$ cat src/rtl/dff_checker_pkg.sv
// ============================================================================
// Module : dff_checker_pkg
// Brief  : FSM state encoding and counter widths shared by the flop checker.
// Rev    : 1.0  initial release
// ============================================================================
`default_nettype none

package dff_checker_pkg;

  localparam int CHECK_W = 16;
  localparam int ERR_W   = 8;

  typedef enum logic [1:0] {
    S_IDLE  = 2'd0,
    S_PRIME = 2'd1,
    S_CHECK = 2'd2,
    S_FAIL  = 2'd3
  } state_t;

endpackage

`default_nettype wire

$ cat src/rtl/dff_checker_sat_counter.sv
// ============================================================================
// Module : sat_counter
// Brief  : Up-counter that sticks at all-ones; clear wins over inc, hold freezes.
// Rev    : 1.0  initial release
// ============================================================================
`default_nettype none

module sat_counter
  import dff_checker_pkg::*;
#(
  parameter int WIDTH = 8
) (
  input  logic             clk,
  input  logic             reset,
  input  logic             inc,
  input  logic             clear,
  input  logic             hold,
  output logic [WIDTH-1:0] count
);

  localparam logic [WIDTH-1:0] c_max = '1;

  logic [WIDTH-1:0] r_count;
  logic [WIDTH-1:0] w_next;

  always_comb begin
    w_next = r_count;
    if (clear) begin
      w_next = '0;
    end else if (inc && !hold && (r_count != c_max)) begin
      w_next = r_count + 1'b1;
    end
  end

  // Register is rewritten every edge so a held value is always re-latched.
  always_ff @(posedge clk or negedge reset) begin
    if (!reset) begin
      r_count <= '0;
    end else begin
      r_count <= w_next;
    end
  end

  assign count = r_count;

endmodule

`default_nettype wire

$ cat config.mk
export PLATFORM = sky130hd
export DESIGN_NAME = sat_counter
export DESIGN_NICKNAME = d
export VERILOG_FILES = /design/src/rtl/dff_checker_pkg.sv /design/src/rtl/dff_checker_sat_counter.sv
export SDC_FILE = /design/constraint.sdc
export NUM_CORES = 1
export LEC_CHECK = 0
export BUFFER_PORTS_ARGS = -buffer_cell sky130_fd_sc_hd__buf_2
export CAP_MARGIN = 20
export CORE_AREA = 2 2 39 41
export DETAILED_ROUTE_END_ITERATION = 16
export DIE_AREA = 0 0 41 43
export GPL_ROUTABILITY_DRIVEN = 0
export PLACE_DENSITY = 0.65
export SLEW_MARGIN = 20
export SYNTH_ARGS = -nofsm -noshare
export SYNTH_HDL_FRONTEND = slang
export SYNTH_SLANG_ARGS = --single-unit
$ cat constraint.sdc
create_clock -name clk -period 1.8 [get_ports clk]
set_clock_uncertainty 0.1 [all_clocks]
set_input_delay 0.36 -clock clk [delete_from_list [all_inputs] [get_ports clk]]
set_output_delay 0.36 -clock clk [all_outputs]
set_load 0.1 [all_outputs]
==> metrics.cfg <==
[global_routing]
grt_antenna_before_repair=0
grt_pass1_vias=376
grt_usage_pct=13.8
grt_max_degree=13
grt-ovfl-total=0
grt_pass1_wl_um=1590

[sta]
relSlewSlack_pct=67.9
whs_ns=0.305
fmax_mhz=597
worstMarginPinSlew_ns=0.484
final_max_slew_viol_count=0
fin_setup_tns_ns=0
finalHoldViolations=0
finalSetupViolations=0
rsz0062_at_grt=false
finalCritPeriodShare_pct=93.1
min_period_ns=1.68

[placed_design]
port_buffers=12
dpl.cell_count=74

[floorplanning]
io_pins=13
row_count=14
die_h_um=43
coreArea_um2=1380
die_width_um=41
start_util_pct=35.6
fp.dieArea_um2=1760

[detailed_routing]
wl_um=1010
avgViaCountPerCell=5.51
ant_nets=0
dr_total_vias=430
drt_iter0_markers=2
drc_errors=0
wl_per_cell_um=12.9
firstDrtPassIters=2

[job]
cap_violations=0

[status]
status=finished, final reports clean

[clocking]
cts_tree=done
cts_root_buf=clkbuf_4
post_cts_buffers=0
clk-insertion-delay-late_ns=0.26
cts_sinks=8
clk_path_buf_depth=2
cts_max_level=1
clkSlewWorstSetupHoldPaths_ns=0.05
cts_buffers=3

[setup_path]
crit_fanout=6
path_class=register to register
start_kind=register
cp.required_ns=1.84
end_kind=register
crit_arrival_ns=1.72

[power]
combPwrFrac_pct=13.8
leakage_nw=0.279
vdd.ir_drop.worst_mv=0.306
swShare_pct=26.9
p_int_uw=278
power_density_nw_per_um2=603
seqPwrFrac_pct=49.9
pwr-share-clk_pct=36.3
p_sw_uw=102

[synth]
ys_warn_count=0
synthDominantCellAreaShare_pct=40.6
yosysTopAreaCell=dfrtp_1
synth_fp_nets=53
syn_area_um2=493
yosysUniqueCellTypes=27
yosysSeqAreaShare_pct=40.6
ys_ff_latch=8
syn_avg_cell_area_um2=10.5
syn_inst=47
synthTopCellsByArea=dfrtp_1 (41%), mux2_4 (6.1%), nor2b_1 (5.1%)

[final_layout]
area_delta_synth_final_pct=27.7
nets=70
layout-drive-gt1-share_pct=50.0
num_antenna_cells=0
stdcell_count=78
largest_reg_flops=8

[hold_path]
hold_class=input port to register

[kinds of logic after synthesis]
logic type	after synthesis	share of synthesized area, %
compound gates	11	18.0
simple gates	23	29.9
fa+ha+maj	1	2.54
buf+inv	1	0.761
flops	8	40.6
mux	3	8.12
[critical path: stages, from the launching register on]
cell      delay, ns
dfrtp_4        0.51
ha_4           0.18
and4_2         0.25
a21boi_2       0.20
mux2_4         0.31
[repair_timing]
action                                 in CTS  in global routing
endpoints found under the hold margin       8                  0
gates resized for setup                     0                  0
hold buffers                                1                  0
[layout make-up]
cell class | count | area (um^2)
multi-input cells | 38 | 302
well taps | 16 | 20.0
repair buffers | 13 | 70.1
fillers | 130 | 754
flip-flops and latches | 8 | 215
clock buffers | 3 | 22.5
[per-stage QoR]
stage / util [%] / power (mW) / cell area, um^2 / setup slack [ns]
after global placement: 43.1 / 0.244 / 597 / 0.147
after floorplan: - / 0.229 / 520 / 0.00652
after global routing: 45.5 / 0.398 / 629 / 0.0798
final: 45.5 / 0.380 / 629 / 0.124
after detailed placement: 43.1 / 0.244 / 597 / 0.133
after CTS: 45.5 / 0.388 / 629 / 0.122
[synthesized netlist by cell type, drive strengths merged]
cell type / n
a21boi: 2
a21oi: 2
a311oi: 1
a31oi: 1
a41o: 1
a41oi: 2
and3: 2
and4: 2
and4b: 1
clkbuf: 1
dfrtp: 8
ha: 1
mux2: 2
mux2i: 1
nand2b: 2
nand3: 2
nand3b: 1
nand4: 1
nor2: 3
nor2b: 4
nor3: 3
o211ai: 1
o21ai: 1
or2b: 1
or3: 1
[per-layer routing]
| metal | vias up | part of all wire [%] | track usage [%] |
|---|---|---|---|
| li1 | 215 | - | - |
| met1 | 198 | 47 | 16.1 |
| met2 | 14 | 44 | 20.0 |
| met3 | 3 | 7.7 | 9.42 |
| met4 | 0 | 1.3 | 4.00 |
| met5 | - | 0 | 0 |
[cell usage in the layout (no fill, tap or decap), types with 2 or more instances in the layout]
cell and count:
a21oi_1 2, a41oi_1 2, and3_1 2, buf_2 12, clkbuf_4 3, dfrtp_2 6
dfrtp_4 2, mux2_4 2, nand2b_1 2, nand3_1 2, nor2_1 3, nor2b_1 4
nor3_1 3
[worst paths after layout]
check	slack, ns	endpoint	startpoint	cells after the start
setup / recovery	0.12	count[0]$_DFFE_PN0P_	count[0]$_DFFE_PN0P_	4
hold / removal	0.30	count[5]$_DFFE_PN0P_	clear	2
setup reg to reg	0.12	count[0]$_DFFE_PN0P_	count[0]$_DFFE_PN0P_	4
hold reg to reg	0.47	count[7]$_DFFE_PN0P_	count[7]$_DFFE_PN0P_	2
max in group asynchronous	1.04	count[0]$_DFFE_PN0P_	reset	2
min in group asynchronous	0.37	count[2]$_DFFE_PN0P_	reset	2
[power by group through the flow]
stage	clock, mW	combinational [mW]	sequential (mW)
after global placement	0	0.0516	0.192
final	0.138	0.0524	0.190
after floorplan	0	0.0170	0.212
after detailed placement	0	0.0510	0.193
after global routing	0.152	0.0567	0.190
after CTS	0.145	0.0528	0.189
No activity file was read; power rests on OpenSTA's default activity.
